--- src/rtl/serv_state_wide.sv ---
// serv_state_wide: beat counter, two-stage phase sequencing, bus/RF request
// generation and misalign-trap capture for a W-bit-per-beat serial core.
module serv_state_wide #(
  parameter int    W              = 1,
  parameter bit    WITH_CSR       = 1,
  parameter bit    ALIGN          = 0,
  parameter bit    MDU            = 0,
  parameter string RESET_STRATEGY = "MINI"
) (
  input  logic       i_clk,
  input  logic       i_rst,
  input  logic       i_new_irq,
  input  logic       i_alu_cmp,
  input  logic       i_ctrl_misalign,
  input  logic       i_mem_misalign,
  input  logic       i_sh_done,
  input  logic       i_sh_done_r,
  input  logic       i_bne_or_bge,
  input  logic       i_cond_branch,
  input  logic       i_dbus_en,
  input  logic       i_two_stage_op,
  input  logic       i_branch_op,
  input  logic       i_shift_op,
  input  logic       i_sh_right,
  input  logic       i_slt_or_branch,
  input  logic       i_e_op,
  input  logic       i_rd_op,
  input  logic       i_mdu_op,
  input  logic       i_mdu_ready,
  input  logic       i_ibus_ack,
  input  logic       i_dbus_ack,
  input  logic       i_rf_ready,
  input  logic       i_cnt_stall,
  output logic       o_cnt_en,
  output logic [4:0] o_cnt_pos,
  output logic [3:0] o_cnt_bit,
  output logic       o_cnt7,
  output logic       o_cnt0to3,
  output logic       o_cnt12to31,
  output logic       o_cnt_done,
  output logic [1:0] o_mem_bytecnt,
  output logic       o_init,
  output logic       o_bufreg_en,
  output logic       o_ctrl_pc_en,
  output logic       o_ctrl_jump,
  output logic       o_ctrl_trap,
  output logic       o_mdu_valid,
  output logic       o_ibus_cyc,
  output logic       o_dbus_cyc,
  output logic       o_rf_rreq,
  output logic       o_rf_wreq,
  output logic       o_rf_rd_en
);

  typedef enum logic [1:0] {PH_IDLE, PH_RUN1, PH_WAIT, PH_RUN2} phase_e;

  localparam logic [4:0] STEP    = 5'(W);
  localparam logic [4:0] LAST    = 5'(32 - W);
  localparam bit         RST_ALL = (RESET_STRATEGY != "NONE");

  phase_e     phase_q, phase_d;
  logic [4:0] pos_q, pos_d;
  logic       jump_q, jump_d;
  logic       trap_q, trap_d;
  logic       ibus_q, ibus_d;
  logic       fw_q, fw_d;

  logic       running, in_wait, cnt_en, cnt_done, init, pc_en;
  logic       take_branch, trap_pending, first_wait, shift_ok;
  logic [5:0] pos_end;

  assign running      = (phase_q == PH_RUN1) || (phase_q == PH_RUN2);
  assign in_wait      = (phase_q == PH_WAIT);
  assign cnt_en       = running && !i_cnt_stall;
  assign cnt_done     = cnt_en && (pos_q == LAST);
  assign init         = i_two_stage_op && !i_new_irq && !in_wait && (phase_q != PH_RUN2);
  assign pc_en        = cnt_en && !init;
  assign take_branch  = i_branch_op && (!i_cond_branch || (i_alu_cmp ^ i_bne_or_bge));
  assign trap_pending = (take_branch && i_ctrl_misalign && !ALIGN) ||
                        (i_dbus_en && i_mem_misalign);
  assign first_wait   = in_wait && fw_q;
  assign shift_ok     = i_shift_op && (i_sh_done || !i_sh_right);
  assign pos_end      = {1'b0, pos_q} + 6'(W);

  // Phase and position registers; ibus_cyc comes out of reset requesting a fetch.
  always_ff @(posedge i_clk) begin
    if (i_rst) begin
      phase_q <= PH_IDLE;
      pos_q   <= '0;
      ibus_q  <= 1'b1;
    end else begin
      phase_q <= phase_d;
      pos_q   <= pos_d;
      ibus_q  <= ibus_d;
    end
  end

  // Jump/trap capture and first-WAIT marker; reset can be stripped from these.
  always_ff @(posedge i_clk) begin
    if (i_rst && RST_ALL) begin
      jump_q <= 1'b0;
      trap_q <= 1'b0;
      fw_q   <= 1'b0;
    end else begin
      jump_q <= jump_d;
      trap_q <= trap_d;
      fw_q   <= fw_d;
    end
  end

  // Next-state: phase sequencing, beat counter, end-of-RUN1 capture, fetch request.
  always_comb begin
    phase_d = phase_q;
    unique case (phase_q)
      PH_IDLE: if (i_rf_ready) phase_d = PH_RUN1;
      PH_RUN1: if (cnt_done)   phase_d = init ? PH_WAIT : PH_IDLE;
      PH_WAIT: if (i_rf_ready) phase_d = PH_RUN2;
      PH_RUN2: if (cnt_done)   phase_d = PH_IDLE;
      default:                 phase_d = PH_IDLE;
    endcase
    // 5-bit add wraps to 0 after the last beat
    pos_d  = cnt_en ? pos_q + STEP : pos_q;
    jump_d = jump_q;
    trap_d = trap_q;
    if ((phase_q == PH_RUN1) && cnt_done) begin
      jump_d = take_branch;
      trap_d = WITH_CSR && trap_pending;
    end
    ibus_d = ibus_q;
    if (i_ibus_ack)             ibus_d = 1'b0;
    else if (cnt_done && pc_en) ibus_d = 1'b1;
    fw_d = (phase_q == PH_RUN1) && cnt_done && init;
  end

  // Outputs: position decodes, stage control and request strobes.
  always_comb begin
    o_cnt_en      = cnt_en;
    o_cnt_pos     = pos_q;
    o_cnt_done    = cnt_done;
    o_mem_bytecnt = pos_q[4:3];
    for (int k = 0; k < 4; k++)
      o_cnt_bit[k] = cnt_en && ({1'b0, pos_q} <= 6'(k)) && (6'(k) < pos_end);
    o_cnt7        = cnt_en && (pos_q <= 5'd7) && (pos_end > 6'd7);
    o_cnt0to3     = cnt_en && (pos_q < 5'd4);
    o_cnt12to31   = cnt_en && (pos_end > 6'd12);
    o_init        = init;
    o_ctrl_pc_en  = pc_en;
    o_ctrl_jump   = jump_q;
    o_ctrl_trap   = WITH_CSR && (i_e_op || i_new_irq || trap_q);
    o_bufreg_en   = (cnt_en && (init || ((o_ctrl_trap || i_branch_op) && i_two_stage_op))) ||
                    (in_wait && i_shift_op && !first_wait && (i_sh_right || i_sh_done_r));
    o_mdu_valid   = MDU && in_wait && i_mdu_op;
    o_ibus_cyc    = ibus_q && !i_rst;
    o_dbus_cyc    = in_wait && i_dbus_en && !i_mem_misalign;
    o_rf_wreq     = in_wait && !trap_q &&
                    (shift_ok || i_dbus_ack || (MDU && i_mdu_ready) || i_slt_or_branch);
    o_rf_rreq     = i_ibus_ack || (first_wait && trap_q);
    o_rf_rd_en    = i_rd_op && !init;
  end

endmodule

--- config.mk ---
export PLATFORM = sky130hd
export DESIGN_NAME = serv_state_wide
export DESIGN_NICKNAME = d
export VERILOG_FILES = /design/src/rtl/serv_state_wide.sv
export SDC_FILE = /design/constraint.sdc
export NUM_CORES = 1
export LEC_CHECK = 0
export BUFFER_PORTS_ARGS = -buffer_cell sky130_fd_sc_hd__buf_2
export CORE_MARGIN = 10
export CORE_UTILIZATION = 41
export DETAILED_ROUTE_END_ITERATION = 8
export PLACE_DENSITY = 0.83
export SYNTH_ARGS = -nofsm -noshare
export SYNTH_HDL_FRONTEND = slang
export SYNTH_SLANG_ARGS = --single-unit
--- constraint.sdc ---
create_clock -name i_clk -period 3.1 [get_ports i_clk]
set_clock_uncertainty 0.1 [all_clocks]
set_input_delay 0.62 -clock i_clk [delete_from_list [all_inputs] [get_ports i_clk]]
set_output_delay 0.62 -clock i_clk [all_outputs]
set_load 0.02 [all_outputs]
After elaboration in Yosys (flattened, before gate mapping)

Cells that the tools add are included.

Bits in registers: 11
Input port bits: 24
Output and inout port bits: 27
Word-level logic and storage cells: 102

Add/sub/neg operators: 2
$lt $le $gt $ge: 12
Eq/ne operators: 9
Multiplexer cells: 8
Bitwise operators: 1
Reductions and logical operators: 64

Operators by type and width:

| kind                                                           | count |
|---|---|
| logical AND 1 bit                                              | 38 |
| logical OR 1 bit                                               | 13 |
| < comparator 1 x 6 -> 1 bit (first input constant)             | 2 |
| < comparator 2 x 6 -> 1 bit (first input constant)             | 2 |
| <= comparator 5 x 1 -> 1 bit (second input constant)           | 2 |
| <= comparator 5 x 2 -> 1 bit (second input constant)           | 2 |
| zero test 1 bit                                                | 10 |
| two-way mux 2 bit                                              | 5 |
| inequality test 2 bit (second input constant)                  | 5 |
| one-hot mux 2 bit (4 select lines)                             | 1 |
| adder 5 x 1 -> 6 bit (second input constant)                   | 1 |
| greater-than comparator 6 x 3 -> 1 bit (second input constant) | 1 |
| greater-than comparator 6 x 4 -> 1 bit (second input constant) | 1 |
| adder 5 x 1 -> 5 bit (second input constant)                   | 1 |
| equality test 5 bit (second input constant)                    | 1 |
| <= comparator 5 x 3 -> 1 bit (second input constant)           | 1 |
| < comparator 5 x 3 -> 1 bit (second input constant)            | 1 |
| equality test 2 bit (second input constant)                    | 2 |
| AND reduction 4 bit                                            | 1 |
| equality test 2 x 1 -> 1 bit (second input constant)           | 1 |
| zero test 2 bit                                                | 1 |
| two-way mux 1 bit                                              | 2 |
| nonzero test 2 bit                                             | 1 |
| bitwise XOR 1 bit                                              | 1 |

Longest topological paths before layout

Depth in word-level cells: 9
Gate-level depth with buffers: 7
Mapped depth without buffers: 7

Worst setup path after synthesis

Ideal clock, no wire load.

Kind: in2out
Start: input i_cnt_stall
End: output o_cnt_bit[2]
Arrival time: 1.972 ns
Required time: 2.380 ns
Slack: 0.408 ns
Stages on the path: 5
Buffers on the path: 1
Cell sequence: nand2b_1 > clkbuf_1 > nor4_2 > o21ai_0 > nor2_1

Word-level cells in the longest chain between the ends: 4

RTL lines:

| item                            | RTL line | RTL |
|---|---|---|
| from (decl)                     | 33       | `input logic i_cnt_stall,` |
| zero test 1 bit                 | 74       | `assign cnt_en = running && !i_cnt_stall;` |
| logical AND 1 bit               | 74       |  |
| logical AND 1 bit (2 in series) | 142      | `o_cnt_bit[k] = cnt_en && ({1'b0, pos_q} <= 6'(k)) && (6'(k) < pos_end);` |
| to (decl)                       | 36       | `output logic [3:0] o_cnt_bit,` |

Every way passes these cells.

Final worst setup path

Start: register pos_q[1], in the netlist o_cnt_pos[1]
End: output o_cnt_bit[1]

Word-level cells in the longest chain between the ends: 3
Elaborated cells on any way between the ends: 5
Those cells by class: 1 x add/sub; 2 x order compare; 2 x reduce/logical

RTL lines:

| item                        | RTL line | RTL |
|---|---|---|
| from (decl)                 | 62       | `logic [4:0] pos_q, pos_d;` |
| from (signal assigned)      | 93       | `pos_q <= pos_d;` |
| adder 5 x 1 -> 6 bit        | 83       | `assign pos_end = {1'b0, pos_q} + 6'(W);` |
| net pos_end[4]              | 70       | `logic [5:0] pos_end;` |
| < comparator 1 x 6 -> 1 bit | 142      |  |
| logical AND 1 bit           | 142      |  |

The timed path passes the listed nets, and every way through them passes these cells.

==> impl_summary.md <==
Critical path
The critical path is of the register to primary output type. STA classifies the critical path startpoint as a register. The data arrival time of the critical path is 2.27 ns.

The kind of end point of the critical path is a primary output. The critical path required time is around 2.4 ns. The worst setup slack for register-to-register paths is 1.27 ns.

The peak fanout along the critical path is 8.

Logic synthesis
Of all cell types, the one taking the most synthesized area is dfxtp_1. The number of flops mapped to enable cells by yosys is 0. Among all flip-flop cells after synthesis, the most frequent one is dfxtp_1.

For this run, the number of Yosys warnings is 0. The gate count after technology mapping is 102. Synthesis instantiated 34 different standard cells from the library.

Of the synthesized area, sequential elements account for between 20% and 30%. Counting every net in the synthesized netlist gives ~130. The fraction of registers with async set/reset is 0%. The synthesized area per cell is a little under 8 um^2. In the post-synthesis netlist, the biggest area contributors are dfxtp_1 (28%), ha_1 (9.5%), nand2_1 (6.2%). In the synthesized netlist, the cells that appear most often are nand2_1 (13), nor2_1 (13), dfxtp_1 (11).

The top cell type's share of synthesized area is about 28%. After synthesis the netlist holds a flip-flop and latch count of 11. The area of the mapped netlist is 791 um^2.

Clock tree
The tree is rooted in a clkbuf_4. The clock insertion delay at the later pin of the skew report is 0.27 ns. The clock buffer count from CTS is 3. The count of H-tree levels built during CTS is 1. Clock tree synthesis found a total of 11 sinks.

The maximum buffer depth of the clock tree is 2. TritonCTS built the clock tree. Post-CTS repair changed the size of 0 cells. The buffers inserted during post-CTS setup optimization is 0. The quantity of hold-fixing buffers added after cts is 0.

Clock-pin slew was measured on the worst setup and hold paths at ~0.080 ns.

Placed design
At the placement stage, the worst setup path has a slack of 0.306 ns. The port buffer count is between 40 and 50. The HPWL after detailed placement is slightly above 2000 um. The global placer's final weighted congestion is 0.768. The area of placed instances is 1040 um^2.

Route
The detail route stage leaves a number of antenna-violating nets equal to 0. The per-cell via count in the routed design is 5.10. The final routed wire length divided by cell count is 14.0 um. For this run, the detailed router's first-pass iteration total came to 4. The DRC violation count after routing is 0. Summing over every cut layer, the via total after detailed routing is around 890. The routed design has between 2000 and 2500 um of wire. The first-iteration detailed-routing DRC count is 24.

Floorplanning
The core region area is 1780 um^2. Row generation in the floorplan step produced 15 rows. The floorplan die width is 63.9 um. The floorplan step set the die height to around 64 um. The number of placed I/O pins is 51. The area of the die is between 4000 and 5000 um^2. The effective utilization at floorplan is 44.4%.

Final layout
The share of layout cells above drive strength 1 is 38.3%. Relative to the synthesized area, the layout overhead comes to 35.0%. Once layout is done, the placed cells without fillers occupy 1070 um^2. The count of filler cells inserted in the layout is 172. The final layout contains 180 nets.

The count of antenna diodes in the layout is 0.

STA
The number of failing setup endpoints in the final timing report is 0. The final-layout worst hold slack is ~0.40 ns. The number of failing hold endpoints at the final stage is 0.

The final critical path time including I/O delays and setup is 2.99 ns. Timing would allow up to 0.334 GHz. The final worst-path cycle share is a little over nine tenths.

Setup repair after global routing left no endpoint under its margin. After routing, the total negative slack on setup checks comes to 0 ns. The slack of the critical path is about 0.11 ns. The number of pins with negative max-slew slack in the final report is 0.

Global route
The total overflow reported by the global router is 0. The all-layer global routing usage is about 11%. The via count of the first global-routing pass is 954.

The first global-routing pass estimated 3970 um of wire. The largest net degree at the start of global routing is 13. The initial antenna violation count is 0.

Run
Max-cap violations in this run came to 0.

Run status
The flow ran to the end, and the final reports show no timing, DRC or antenna violations.

Power and ir drop
The leakage power of the design is 0.567 nW. The areal power density over the cells is between 200 and 300 nW/um^2. The peak ir drop on the vdd network is between 0.0002 and 0.0003 V.

Min path
The type of the most critical hold path is register to register.
-- state kept, by name (all words and copies together), names as in the netlist, named ones only --
signal	count
fw_q	1
ibus_q	1
o_cnt_pos	5
o_ctrl_jump	1
phase_q	1
trap_q	1
-- cells by family after synthesis --
family / after synthesis / synth area share, %
buf+inv: 10 / 6.17
mux: 2 / 3.16
xor+xnor: 4 / 4.43
fa+ha+maj: 6 / 9.49
other cells: 1 / 0.474
simple gates: 47 / 30.1
flops: 11 / 27.8
compound gates: 21 / 18.4
-- power by group --
group	switching [mW]	leakage, nW	total [mW]	internal [mW]
Sequential	0.00232	0.0899	0.146	0.144
Combinational	0.0376	0.460	0.0647	0.0271
Clock	0.0502	0.0177	0.0979	0.0477
Total	0.0901	0.567	0.309	0.219
-- through the flow --
stage	util [%]	power, mW	instances
2_1_floorplan	-	0.186	102
3_3_place_gp	58.2	0.212	170
3_5_place_dp	58.2	0.214	170
4_1_cts	59.8	0.310	174
5_1_grt	59.9	0.329	174
6_report	59.9	0.309	174
-- routing by layer --
metal  vias to the layer above  wire length, um  GRT usage, %  part of all wire [%]
met5                         -                0             0                     0
met4                         0                0          2.46                     0
met3                         0              273          5.75                    11
met2                        41             1060          17.4                    43
met1                       400             1110          13.3                    45
li1                        447                -             -                     -
-- layout make-up --
class                   instances  area (um^2)  share of cell area, %
clock buffers                   3         22.5                   2.11
clock inverters                 1         5.00                  0.469
inverters                       4         15.0                   1.41
multi-input cells              81          522                   48.9
flip-flops and latches         11          221                   20.8
well taps                      25         31.3                   2.93
repair buffers                 49          250                   23.4
-- worst paths after layout --
check | depth (start not counted) | endpoint | startpoint
max | 6 | o_cnt_bit[1] | o_cnt_pos[1]$_SDFFE_PP0P_
min | 2 | o_ctrl_jump$_SDFFE_PP0P_ | o_ctrl_jump$_SDFFE_PP0P_
max reg2reg | 7 | trap_q$_SDFFE_PP0P_ | o_cnt_pos[1]$_SDFFE_PP0P_
min reg2reg | 2 | o_ctrl_jump$_SDFFE_PP0P_ | o_ctrl_jump$_SDFFE_PP0P_
-- cells in the final DEF, fill, tap and decap left out, types with 2 or more instances in the layout --
cell type and n:
a211oi_1 2, a21oi_1 6, buf_2 47, buf_4 2, clkbuf_4 3, dfxtp_1 10, ha_1 6, inv_1 4
nand2_1 13, nand2b_1 4, nor2_1 13, nor2b_1 3, nor3_1 3, nor3b_1 2, nor4_1 2, o21ai_0 4
o21bai_1 2, or3_1 2, xnor2_1 2, xor2_1 2
-- critical path: stages, from the launching register on --
cell and delay (ns):
dfxtp_2 0.37, ha_1 0.26, and3_1 0.20, ha_1 0.34, or3_1 0.42, o221a_1 0.25
buf_2 0.16
Power figures use the tool's default switching activity.
